--- src/rtl/muldiv_iter_unit_if.sv ---
// Mul/div handshake bundle between the EX-stage requester and the iterative mul/div unit.
interface muldiv_iter_unit_if #(parameter int WIDTH = 32);
  logic             Exception_clean;
  logic             StallE;
  logic             start;
  logic [1:0]       op;
  logic [WIDTH-1:0] a;
  logic [WIDTH-1:0] b;
  logic             stall;
  logic             done;
  logic             busy;
  logic [WIDTH-1:0] hi;
  logic [WIDTH-1:0] lo;

  modport master (
    output Exception_clean, StallE, start, op, a, b,
    input  stall, done, busy, hi, lo
  );

  modport slave (
    input  Exception_clean, StallE, start, op, a, b,
    output stall, done, busy, hi, lo
  );
endinterface

--- src/rtl/muldiv_iter_unit.sv ---
// Iterative radix-2 MULT/MULTU/DIV/DIVU unit: 32 steps on magnitudes, sign fix-up when the result is registered.
module muldiv_iter_unit #(
  parameter int WIDTH = 32,
  parameter int CNT_W = 6
) (
  input logic clk,
  input logic rst,
  muldiv_iter_unit_if.slave bus
);
  typedef enum logic [1:0] {IDLE, BUSY, DONE} stateT;

  stateT            state, stateNext;
  logic [CNT_W-1:0] cnt;
  logic [1:0]       opReg;
  logic             signA, signB;
  logic [WIDTH-1:0] rawA, opA, opB;
  logic [WIDTH-1:0] accHi, accLo;
  logic [WIDTH-1:0] hiReg, loReg;
  logic             accept, stallInt, lastStep;
  logic [WIDTH-1:0] absA, absB;
  logic [WIDTH:0]   mulSum, divTrial;
  logic [WIDTH-1:0] stepHi, stepLo, finalHi, finalLo;
  logic [2*WIDTH-1:0] prodNeg;

  // Signed ops run on magnitudes; signs are remembered for the final correction.
  assign absA = (~bus.op[0] & bus.a[WIDTH-1]) ? -bus.a : bus.a;
  assign absB = (~bus.op[0] & bus.b[WIDTH-1]) ? -bus.b : bus.b;
  assign lastStep = (state == BUSY) && (cnt == CNT_W'(WIDTH - 1));

  // NOTE: every combinational output gets a default first so no path can infer a latch.
  always_comb begin
    stateNext = state;
    stallInt  = 1'b0;
    accept    = 1'b0;
    case (state)
      IDLE: begin
        accept   = bus.start & ~bus.Exception_clean;
        stallInt = accept;
        if (accept) stateNext = BUSY;
      end
      BUSY: begin
        stallInt = 1'b1;
        if (lastStep) stateNext = DONE;
      end
      DONE: begin
        if (!bus.StallE) stateNext = IDLE;
      end
      default: stateNext = IDLE;
    endcase
    if (bus.Exception_clean) stateNext = IDLE;
  end

  // NOTE: sequential state uses non-blocking assignments so every register samples pre-edge values.
  always_ff @(posedge clk) begin
    if (rst) state <= IDLE;
    else     state <= stateNext;
  end

  // One step: multiply shifts {accHi,accLo} right after a conditional add; divide is restoring shift-subtract.
  always_comb begin
    mulSum   = {1'b0, accHi} + (accLo[0] ? {1'b0, opA} : '0);
    divTrial = {accHi, accLo[WIDTH-1]} - {1'b0, opB};
    if (opReg[1]) begin
      if (!divTrial[WIDTH]) begin
        stepHi = divTrial[WIDTH-1:0];
        stepLo = {accLo[WIDTH-2:0], 1'b1};
      end else begin
        stepHi = {accHi[WIDTH-2:0], accLo[WIDTH-1]};
        stepLo = {accLo[WIDTH-2:0], 1'b0};
      end
    end else begin
      stepHi = mulSum[WIDTH:1];
      stepLo = {mulSum[0], accLo[WIDTH-1:1]};
    end
  end

  always_comb begin
    prodNeg = -{stepHi, stepLo};
    finalHi = stepHi;
    finalLo = stepLo;
    if (!opReg[1]) begin
      if (signA ^ signB) {finalHi, finalLo} = prodNeg;
    end else if (opB == '0) begin
      finalHi = rawA;
      finalLo = '1;
    end else begin
      if (signA ^ signB) finalLo = -stepLo;
      if (signA)         finalHi = -stepHi;
    end
  end

  always_ff @(posedge clk) begin
    if (rst) begin
      cnt   <= '0;
      hiReg <= '0;
      loReg <= '0;
    end else if (bus.Exception_clean || accept) begin
      cnt <= '0;
    end else if (state == BUSY) begin
      cnt <= cnt + 1'b1;
      if (lastStep) begin
        hiReg <= finalHi;
        loReg <= finalLo;
      end
    end
  end

  // NOTE: operand/accumulator registers have no reset; they are always loaded on acceptance before use.
  always_ff @(posedge clk) begin
    if (accept) begin
      opReg <= bus.op;
      signA <= ~bus.op[0] & bus.a[WIDTH-1];
      signB <= ~bus.op[0] & bus.b[WIDTH-1];
      rawA  <= bus.a;
      opA   <= absA;
      opB   <= absB;
      accHi <= '0;
      accLo <= bus.op[1] ? absA : absB;
    end else if (state == BUSY) begin
      accHi <= stepHi;
      accLo <= stepLo;
    end
  end

  assign bus.stall = stallInt;
  assign bus.done  = (state == DONE);
  assign bus.busy  = (state != IDLE);
  assign bus.hi    = hiReg;
  assign bus.lo    = loReg;
endmodule

--- src/flat_wrapper.sv ---
// flat-port wrapper written by rule: the top's interface ports become plain ports
module muldiv_iter_unit_flat 
#(
  parameter int WIDTH = 32,
  parameter int CNT_W = 6
)
  (clk, rst, bus_Exception_clean, bus_StallE, bus_start, bus_op, bus_a, bus_b, bus_stall, bus_done, bus_busy, bus_hi, bus_lo);
  muldiv_iter_unit_if #(.WIDTH(WIDTH)) bus_i ();
  input logic clk;
  input logic rst;
  input wire logic [$bits(bus_i.Exception_clean)-1:0] bus_Exception_clean;
  input wire logic [$bits(bus_i.StallE)-1:0] bus_StallE;
  input wire logic [$bits(bus_i.start)-1:0] bus_start;
  input wire logic [$bits(bus_i.op)-1:0] bus_op;
  input wire logic [$bits(bus_i.a)-1:0] bus_a;
  input wire logic [$bits(bus_i.b)-1:0] bus_b;
  output wire logic [$bits(bus_i.stall)-1:0] bus_stall;
  output wire logic [$bits(bus_i.done)-1:0] bus_done;
  output wire logic [$bits(bus_i.busy)-1:0] bus_busy;
  output wire logic [$bits(bus_i.hi)-1:0] bus_hi;
  output wire logic [$bits(bus_i.lo)-1:0] bus_lo;
  assign bus_i.Exception_clean = bus_Exception_clean;
  assign bus_i.StallE = bus_StallE;
  assign bus_i.start = bus_start;
  assign bus_i.op = bus_op;
  assign bus_i.a = bus_a;
  assign bus_i.b = bus_b;
  assign bus_stall = bus_i.stall;
  assign bus_done = bus_i.done;
  assign bus_busy = bus_i.busy;
  assign bus_hi = bus_i.hi;
  assign bus_lo = bus_i.lo;
  muldiv_iter_unit #(.WIDTH(WIDTH), .CNT_W(CNT_W)) u_core (.clk(clk), .rst(rst), .bus(bus_i));
endmodule
--- config.mk ---
export PLATFORM = sky130hd
export DESIGN_NAME = muldiv_iter_unit_flat
export DESIGN_NICKNAME = d
export VERILOG_FILES = /design/src/rtl/muldiv_iter_unit_if.sv /design/src/rtl/muldiv_iter_unit.sv /design/src/flat_wrapper.sv
export SDC_FILE = /design/constraint.sdc
export NUM_CORES = 1
export LEC_CHECK = 0
export ABC_AREA = 1
export BUFFER_PORTS_ARGS = -buffer_cell sky130_fd_sc_hd__buf_4
export CAP_MARGIN = 40
export CORE_MARGIN = 4
export CORE_UTILIZATION = 57
export DETAILED_ROUTE_END_ITERATION = 6
export GPL_ROUTABILITY_DRIVEN = 1
export PLACE_DENSITY = 0.89
export SYNTH_ARGS = -nofsm -noshare
export SYNTH_HDL_FRONTEND = slang
export SYNTH_SLANG_ARGS = --single-unit
--- constraint.sdc ---
create_clock -name clk -period 4.8 [get_ports clk]
set_input_delay 0.48 -clock clk [delete_from_list [all_inputs] [get_ports clk]]
set_output_delay 0.48 -clock clk [all_outputs]
set_load 0.01 [all_outputs]
=== After elaboration in Yosys (flattened, before gate mapping) ===
Index checks and enable logic that the tools add are counted.

* Reductions and logical operators: 10
* Equality and inequality tests: 6
* Add/sub/neg operators: 8
* Mux-type cells: 24
* Bitwise logic cells: 7

{| class="wikitable"
|+ Operators by type and width
! cell !! number
|-
| two-way mux 32 bit || 17
|-
| negation 32 bit || 4
|-
| negation 64 bit || 1
|-
| adder 32 x 33 -> 33 bit || 1
|-
| subtractor 33 x 32 -> 33 bit || 1
|-
| logical NOT 32 bit || 1
|-
| adder 6 x 1 -> 6 bit (second input constant) || 1
|-
| == test 6 x 5 -> 1 bit (second input constant) || 1
|-
| two-way mux 2 bit || 3
|-
| case mux 2 bit (3 select lines) || 1
|-
| AND reduction 3 bit || 2
|-
| inequality test 2 x 1 -> 1 bit (second input constant) || 2
|-
| nonzero test 2 bit || 2
|-
| OR reduction 2 bit || 2
|-
| bitwise AND 1 bit || 3
|-
| inverter 1 bit || 3
|-
| == test 2 x 1 -> 1 bit (second input constant) || 1
|-
| == test 2 bit (second input constant) || 1
|-
| logical NOT 2 bit || 1
|-
| two-way mux 1 bit || 2
|-
| inequality test 2 bit (second input constant) || 1
|-
| case mux 1 bit (2 select lines) || 1
|-
| logical AND 1 bit || 1
|-
| logical OR 1 bit || 1
|-
| bitwise XOR 1 bit || 1
|}

* Flip-flop bits (word level): 236
* Bits of input ports: 71
* Word-level logic and storage cells: 67
* Output and inout port bits: 67

=== Longest topological paths before layout ===
Gate-level depths: netlist (run 1).

* Word-level depth: 7
* Depth in mapped cells: 34
* Mapped depth without buffers: 34

=== Worst setup path before layout (run 1) ===
OpenSTA, ideal clock, no wires.

* Kind: in2reg
* Start: input port bus_Exception_clean
* End: register u_core.accLo[16], data pin
* Path buffers: 2
* Stages on the path: 6
* Setup time: 0.400 ns
* Data required time: 4.400 ns
* Arrival time: 4.145 ns
* Slack: 0.254 ns
* Cells stage by stage: inv_1 -> nand4_1 -> inv_1 -> clkbuf_1 -> clkbuf_1 -> o22ai_1

* Longest elaborated chain between the ends: 4

{| class="wikitable"
|+ RTL lines
! element !! RTL line !! RTL
|-
| from (decl) || flat_wrapper.sv:11 || <nowiki>input wire logic [$bits(bus_i.Exception_clean)-1:0] bus_Exception_clean;</nowiki>
|-
| inverter 1 bit || muldiv_iter_unit.sv:37 || <nowiki>accept = bus.start & ~bus.Exception_clean;</nowiki>
|-
| bitwise AND 1 bit || muldiv_iter_unit.sv:37 ||
|-
| two-way mux 1 bit || muldiv_iter_unit.sv:35 || <nowiki>case (state)</nowiki>
|-
| named net u_core.accept || muldiv_iter_unit.sv:19 || <nowiki>logic accept, stallInt, lastStep;</nowiki>
|-
| two-way mux 32 bit || muldiv_iter_unit.sv:110 || <nowiki>if (accept) begin</nowiki>
|-
| to (signal assigned) || muldiv_iter_unit.sv:118 || <nowiki>accLo <= bus.op[1] ? absA : absB;</nowiki>
|-
| to (signal assigned) || muldiv_iter_unit.sv:121 || <nowiki>accLo <= stepLo;</nowiki>
|-
| to (decl) || muldiv_iter_unit.sv:17 || <nowiki>logic [WIDTH-1:0] accHi, accLo;</nowiki>
|}

The timed path passes the listed nets, and every way through them passes these cells.
A chain may end at the register's enable or synchronous reset.

=== Worst setup path after layout (run 1) ===
* Start: register u_core.opB[0]
* End: register u_core.hiReg[16], in the netlist u_core.bus.hi[16]

* Longest elaborated chain between the ends: 7
* Elaborated cells on any way between the ends: 12
* Classes of those cells: 3 x add/sub; 8 x mux; 1 x reduce/logical

{| class="wikitable"
|+ RTL lines
! element !! RTL line !! RTL
|-
| from (decl) || muldiv_iter_unit.sv:16 || <nowiki>logic [WIDTH-1:0] rawA, opA, opB;</nowiki>
|-
| from (signal assigned) || muldiv_iter_unit.sv:116 || <nowiki>opB <= absB;</nowiki>
|-
| subtractor 33 x 32 -> 33 bit || muldiv_iter_unit.sv:62 || <nowiki>divTrial = {accHi, accLo[WIDTH-1]} - {1'b0, opB};</nowiki>
|-
| two-way mux 32 bit || muldiv_iter_unit.sv:64 || <nowiki>if (!divTrial[WIDTH]) begin</nowiki>
|-
| two-way mux 32 bit || muldiv_iter_unit.sv:63 || <nowiki>if (opReg[1]) begin</nowiki>
|-
| negation 32 bit || muldiv_iter_unit.sv:88 || <nowiki>if (signA) finalHi = -stepHi;</nowiki>
|-
| two-way mux 32 bit || muldiv_iter_unit.sv:88 ||
|-
| two-way mux 32 bit || muldiv_iter_unit.sv:83 || <nowiki>end else if (opB == '0) begin</nowiki>
|-
| two-way mux 32 bit (*) || muldiv_iter_unit.sv:81 || <nowiki>if (!opReg[1]) begin</nowiki>
|-
| to (signal assigned) || muldiv_iter_unit.sv:102 || <nowiki>hiReg <= finalHi;</nowiki>
|-
| to (decl) || muldiv_iter_unit.sv:18 || <nowiki>logic [WIDTH-1:0] hiReg, loReg;</nowiki>
|}

Mark *: on every way between the ends. The rest lies on a longest branch, timed or not.

==> results.yml, run 1 <==
worst_setup_path:
  crit_path_max_incr_delay_ns: 0.42
  r2r_setup_slack_ns: 0.28
  critPathRequiredTime_ns: 5.26
  crit_top_cell: "nand2_1"
  path_class: "reg -> reg"
  worst_setup_path_start_kind: "flip-flop"
  r2r_cells: 29
  worstPathMaxFanout: 7
  critPathCapture: "u_core.bus.hi[16]$_SDFFE_PP0P_"
  crit_start: "u_core.opB[0]$_DFFE_PP_"
  endpoint_kind: "flip-flop"
  rr_endpoint: "u_core.bus.hi[16]$_SDFFE_PP0P_"
  reg2reg_from: "u_core.opB[0]$_DFFE_PP_"
  arrival_ns: 4.98
  critPathSlowestCell: "edfxtp_1"
clocking:
  cts_tree: "done"
  clkLatencyLatePin_ns: 0.57
  clock_sinks: 234
  post_cts_buffers: 0
  postCtsHoldBufs: 0
  cts_resized: 0
  cts_buffers: 27
  path_clk_slew_ns: 0.06
  ctsRootBufferMaster: "clkbuf_16"
  h-tree-depth: 1
  clockBufferDepth: 3
power:
  ir_worst_vdd_mv: 0.248
  p_leak_uw: 0.0112
  power_density_nw_per_um2: 297
floorplan:
  fp-row-count: 68
  core_area_um2: 34600
  die_y_um: 196
  dieArea_um2: 38200
  initial_utilization: 0.579
  pin_count: 138
  fp.dieW_um: 196
drt:
  first_pass_iters: 6
  routed_wl_mm: 73.7
  via_count: 21700
  ant_nets: 0
  drc_errors: 0
  drt_iter0_markers: 2944
  wl_per_cell_um: 19.8
  via_per_inst: 5.82
placed_design:
  place_ws_ns: 0.303
  portBuffers: 137
  dp_hpwl_mm: 58.0
  place_congestion: 1.05
sta:
  fin_tns_setup_ns: 0
  min_period_ns: 4.52
  worst_slack_ns: 0.283
  hold_violations: 0
  fmax_mhz: 221
  setup_viol: 0
  fin_worst_skew_ns: 0.0433
  relSlewSlack: 0.385
  slew_violations: 0
  tightest_slew_ns: 0.923
  rsz0062_at_grt: "false"
  fin_crit_sh: 0.941
job:
  cap_violations: 0
yosys:
  ys.flop_type: "edfxtp_1"
  ys_ff_latch: 234
  synth_area_um2: 20100
  synth_commonest_cells: "887 x nand2_1, 471 x inv_1, 343 x nor2_1"
  synth_edf_count: 130
  yosys.area.top_type: "edfxtp_1"
  syn_avg_cell_area_um2: 6.37
  synth_area_leaders: "edfxtp_1 19%, nand2_1 17%, dfxtp_1 10%"
  synthCells: 3146
  synthDominantCellAreaShare: 0.195
  async_reset_ff_frac: 0
  yosysMostFrequentCell: "nand2_1"
  seq_area_frac_synth: 0.299
  yosysWarningCount: 0
  synth_nets: 3288
  synth_cell_type_count: 60
global_route:
  grt_pass1_wl_mm: 112
  grt_max_degree: 96
  track_usage: 0.371
  top_usage_layer: "met2"
  grt_overflow: 0
  grtUsageMet2: 0.573
  grtUsageMet3: 0.0657
  grtUsageMet1: 0.479
  antenna_found_initial: 0
  grt_pass1_vias: 20100
min_path:
  hp-class: "in -> reg"
finish:
  layout.nets: 3390
  seq_area_um2: 5990
  drive_gt1_frac: 0.108
  fin_util: 0.647
  fill_cells: 3172
  multiInputGateArea_um2: 11800
  area_growth_pct: 11.7
outcome:
  outcome: "finished clean"
==> power by group <==
group | leakage [uW] | total, uW | internal [uW] | switching [uW]
combinational | 0.00867 | 2310 | 683 | 1630
sequential | 0.00206 | 2320 | 2240 | 84.9
clock | 0.000427 | 2010 | 1130 | 882
==> metal layers <==
metal | vias to the layer above | part of all wire
met5 | - | 0
li1 | 10300 | -
met2 | 1379 | 0.43
met1 | 9630 | 0.38
met4 | 0 | 0.083
met3 | 335 | 0.10
==> final cells by class <==
class	instances	share of cell area
multi-input combinational	2329	0.528
sequential	234	0.267
inverter	484	0.0813
timing repair buffer	172	0.0597
clock buffer	39	0.0346
tap	455	0.0254
clock inverter	11	0.00358
antenna	1	0.000112
==> registers in the layout, indices dropped and copies added (netlist names), 2 cells and up <==
signal and flops:
u_core.accHi 32, u_core.accLo 32, u_core.bus.hi 32, u_core.bus.lo 32, u_core.opA 32, u_core.opB 32, u_core.rawA 31, u_core.cnt 6
u_core.state 2
==> kinds of logic after synthesis <==
group,after synthesis,share of synthesized area
AO/OA/AOI/OAI,507,0.145
XOR/XNOR,100,0.0437
AND/OR/NAND/NOR,1650,0.354
adder cells (fa/ha/maj),71,0.0451
multiplexers,1,0.000499
buffers and inverters,583,0.114
flip-flops,234,0.299
==> worst min path at each step <==
| stage | depth (start not counted) | start | to |
|---|---|---|---|
| 6_report | 1 | bus_a[29] | u_core.rawA[29]$_DFFE_PP_ |
| 5_1_grt | 1 | bus_a[6] | u_core.rawA[6]$_DFFE_PP_ |
| 4_1_cts | 1 | bus_a[6] | u_core.rawA[6]$_DFFE_PP_ |
| 3_5_place_dp | 2 | u_core.cnt[5]$_SDFFE_PP0P_ | u_core.cnt[5]$_SDFFE_PP0P_ |
| 3_3_place_gp | 2 | u_core.cnt[5]$_SDFFE_PP0P_ | u_core.cnt[5]$_SDFFE_PP0P_ |
| 2_1_floorplan | 2 | u_core.cnt[5]$_SDFFE_PP0P_ | u_core.cnt[5]$_SDFFE_PP0P_ |
==> placed cells by master (no fill, tap or decap), drive strengths merged <==
master / instances
clkbuf: 39
inv: 484
nand4: 17
buf: 172
edfxtp: 130
o21ai: 263
xnor2: 34
o221a: 1
fa: 2
o211ai: 12
dfxtp: 104
nor4: 15
nor3b: 4
or2: 14
o221ai: 11
o21a: 14
o31ai: 1
o21bai: 8
ha: 69
a21o: 3
nand3b: 13
a32oi: 1
and2: 3
a31oi: 16
nor2: 364
nand3: 243
o41ai: 1
a211oi: 1
nand2: 934
diode: 1
clkinv: 11
mux2i: 1
a21oi: 148
or3: 3
nor3: 39
xor2: 66
o22ai: 25
a21boi: 2
and3: 1
==> critical path, delay by kind of cell, from the launching register on <==
| kind | cells | cell delay, ns |
|---|---|---|
| adder cells (fa/ha/maj) | 3 | 0.91 |
| flip-flops | 1 | 0.42 |
| AND/OR/NAND/NOR | 19 | 2.05 |
| AO/OA/AOI/OAI | 3 | 0.57 |
| buffers and inverters | 4 | 0.48 |
==> stage by stage <==
step	hold WS (ns)	total power [uW]	cells	instance area [um2]
3_5_place_dp	0.472	4570	3674	21500
5_1_grt	0.101	6940	3724	22400
6_report	0.115	6650	3725	22400
4_1_cts	0.105	6560	3724	22400
3_3_place_gp	0.460	4550	3673	21500
2_1_floorplan	0.450	3890	3146	20100
No activity file was read; power rests on OpenSTA's default activity.
==> inputs of run 2 (changes only) <==
PLACE_DENSITY = unset   (was 0.89)
PLACE_DENSITY_LB_ADDON = 0.08   (was unset)
==> run 2 against run 1 <==
Fmax up 1.7%. Final cell count up 0.35%. Routed wire length up 6.5%. Largest cell class unchanged.
==> results.yml, run 2 (synthesized netlist as in run 1, its figures left out) <==
sta:
  relSlewSlack: 0.372
  fin_crit_sh: 0.925
  fmax_mhz: 225
  setup_viol: 0
  hold_violations: 0
  slew_violations: 0
  min_period_ns: 4.44
  rsz0062_at_grt: "false"
  fin_tns_setup_ns: 0
  fin_worst_skew_ns: 0.0153
  tightest_slew_ns: 0.941
finish:
  layout_common_cells: "887 x nand2_1, 469 x inv_1, 340 x nor2_1"
  final_common_cell: "nand2_1"
  layout.nets: 3404
  drive_gt1_frac: 0.112
  antenna_cells: 0
  area_growth_pct: 12.4
  seq_area_um2: 5990
  final_cells: 3738
  multiInputGateArea_um2: 11800
  fill_cells: 3114
floorplan:
  fp-row-count: 68
  initial_utilization: 0.579
  pin_count: 138
  fp.dieW_um: 196
  dieArea_um2: 38200
  die_y_um: 196
  core_area_um2: 34600
drt:
  first_pass_iters: 6
  drc_errors: 0
  via_per_inst: 5.89
  ant_nets: 0
  routed_wl_mm: 78.5
  wl_per_cell_um: 21.0
  via_count: 22000
  drt_iter0_markers: 2991
placed_design:
  place_congestion: 1.11
  dp_hpwl_mm: 62.7
  portBuffers: 137
  placedCellCount: 3688
power:
  p_int_uw: 4140
  switchingPower_uw: 2710
  power_frac_clock: 0.310
  netSwitchingFraction: 0.395
  ir_worst_vdd_mv: 0.387
  p_leak_uw: 0.0113
  seqPwrFrac: 0.339
  combPwrFrac: 0.352
  power_density_nw_per_um2: 304
worst_setup_path:
  worst_setup_path_start_kind: "flip-flop"
  crit_path_max_incr_delay_ns: 0.41
  worstPathMaxFanout: 7
  critPathSlowestCell: "fa_1"
  critPathRequiredTime_ns: 5.28
  endpoint_kind: "flip-flop"
  crit_top_cell: "inv_1"
  path_class: "reg -> reg"
  arrival_ns: 4.92
clocking:
  path_clk_slew_ns: 0.06
  cts_tree: "done"
  post_cts_buffers: 0
  clock_sinks: 234
  h-tree-depth: 1
  clockBufferDepth: 3
  cts_buffers: 27
  clkLatencyLatePin_ns: 0.58
  ctsRootBufferMaster: "clkbuf_16"
global_route:
  grt_overflow: 0
  grt_pass1_vias: 20500
  antenna_found_initial: 1
  grt_max_degree: 94
  track_usage: 0.396
  grt_pass1_wl_mm: 118
outcome:
  outcome: "finished clean"
min_path:
  hp-class: "in -> reg"
job:
  cap_violations: 0
[run 2: cell count changes in the layout (fill, tap and decap cells not counted), sizes merged]
cell	change
buf	+14
bufinv	+1
clkbuf	-2
clkinv	-1
clkinvlp	+1
diode	-1
inv	+1
[run 2: routing by layer]
metal | track usage | up-vias | share of wire
met5 | 0 | - | 0.00017
met4 | 0.264 | 2 | 0.087
met3 | 0.0612 | 318 | 0.11
met2 | 0.610 | 1379 | 0.43
met1 | 0.513 | 9968 | 0.38
li1 | - | 10400 | -
[run 2: worst paths after layout]
kind                                     to  cells after the start  slack [ns]                       start
max          u_core.bus.hi[18]$_SDFFE_PP0P_                     30        0.36  u_core.accLo[31]$_DFFE_PN_
min            u_core.state[0]$_SDFFE_PP0P_                      2        0.09                         rst
max reg2reg  u_core.bus.hi[18]$_SDFFE_PP0P_                     30        0.36  u_core.accLo[31]$_DFFE_PN_
min reg2reg      u_core.cnt[3]$_SDFFE_PP0P_                      2        0.50  u_core.cnt[3]$_SDFFE_PP0P_
[run 2: metrics by stage]
| step | utilization | total power [uW] | cell area, um2 | hold slack, ns | setup WS [ns] |
|---|---|---|---|---|---|
| floorplan | - | 3890 | 20100 | 0.450 | 0.254 |
| global placement | 0.622 | 4630 | 21600 | 0.455 | 0.402 |
| detailed placement | 0.623 | 4670 | 21600 | 0.486 | 0.238 |
| CTS | 0.649 | 6770 | 22500 | 0.0725 | 0.219 |
| global route | 0.651 | 7130 | 22500 | 0.0921 | 0.00807 |
| finish | 0.651 | 6850 | 22500 | 0.0910 | 0.358 |
[run 2: area by class of cell]
type / instances / share of cell area
sequential: 234 / 0.266
timing repair buffer: 186 / 0.0628
tap: 455 / 0.0253
inverter: 484 / 0.0809
clock buffer: 37 / 0.0345
multi-input combinational: 2329 / 0.526
clock inverter: 13 / 0.00533
[run 2: what timing repair did]
action,in CTS,in global routing
gates resized for setup,0,9
hold buffers,0,0
endpoints found under the setup margin,0,5
endpoints found under the hold margin,0,0
[run 2: power by group through the flow]
stage / sequential [uW] / combinational (uW) / clock, uW
after floorplan: 2320 / 1560 / 0
after global placement: 2350 / 2280 / 0
after detailed placement: 2360 / 2310 / 0
after CTS: 2320 / 2320 / 2130
after global routing: 2320 / 2600 / 2200
final: 2320 / 2410 / 2120
[run 2: worst max-delay path: cells and delay by family (launching register included)]
family | cells | cell delay, ns
adder cells (fa/ha/maj) | 3 | 0.87
AO/OA/AOI/OAI | 2 | 0.44
flip-flops | 1 | 0.34
AND/OR/NAND/NOR | 19 | 2.09
buffers and inverters | 6 | 0.58
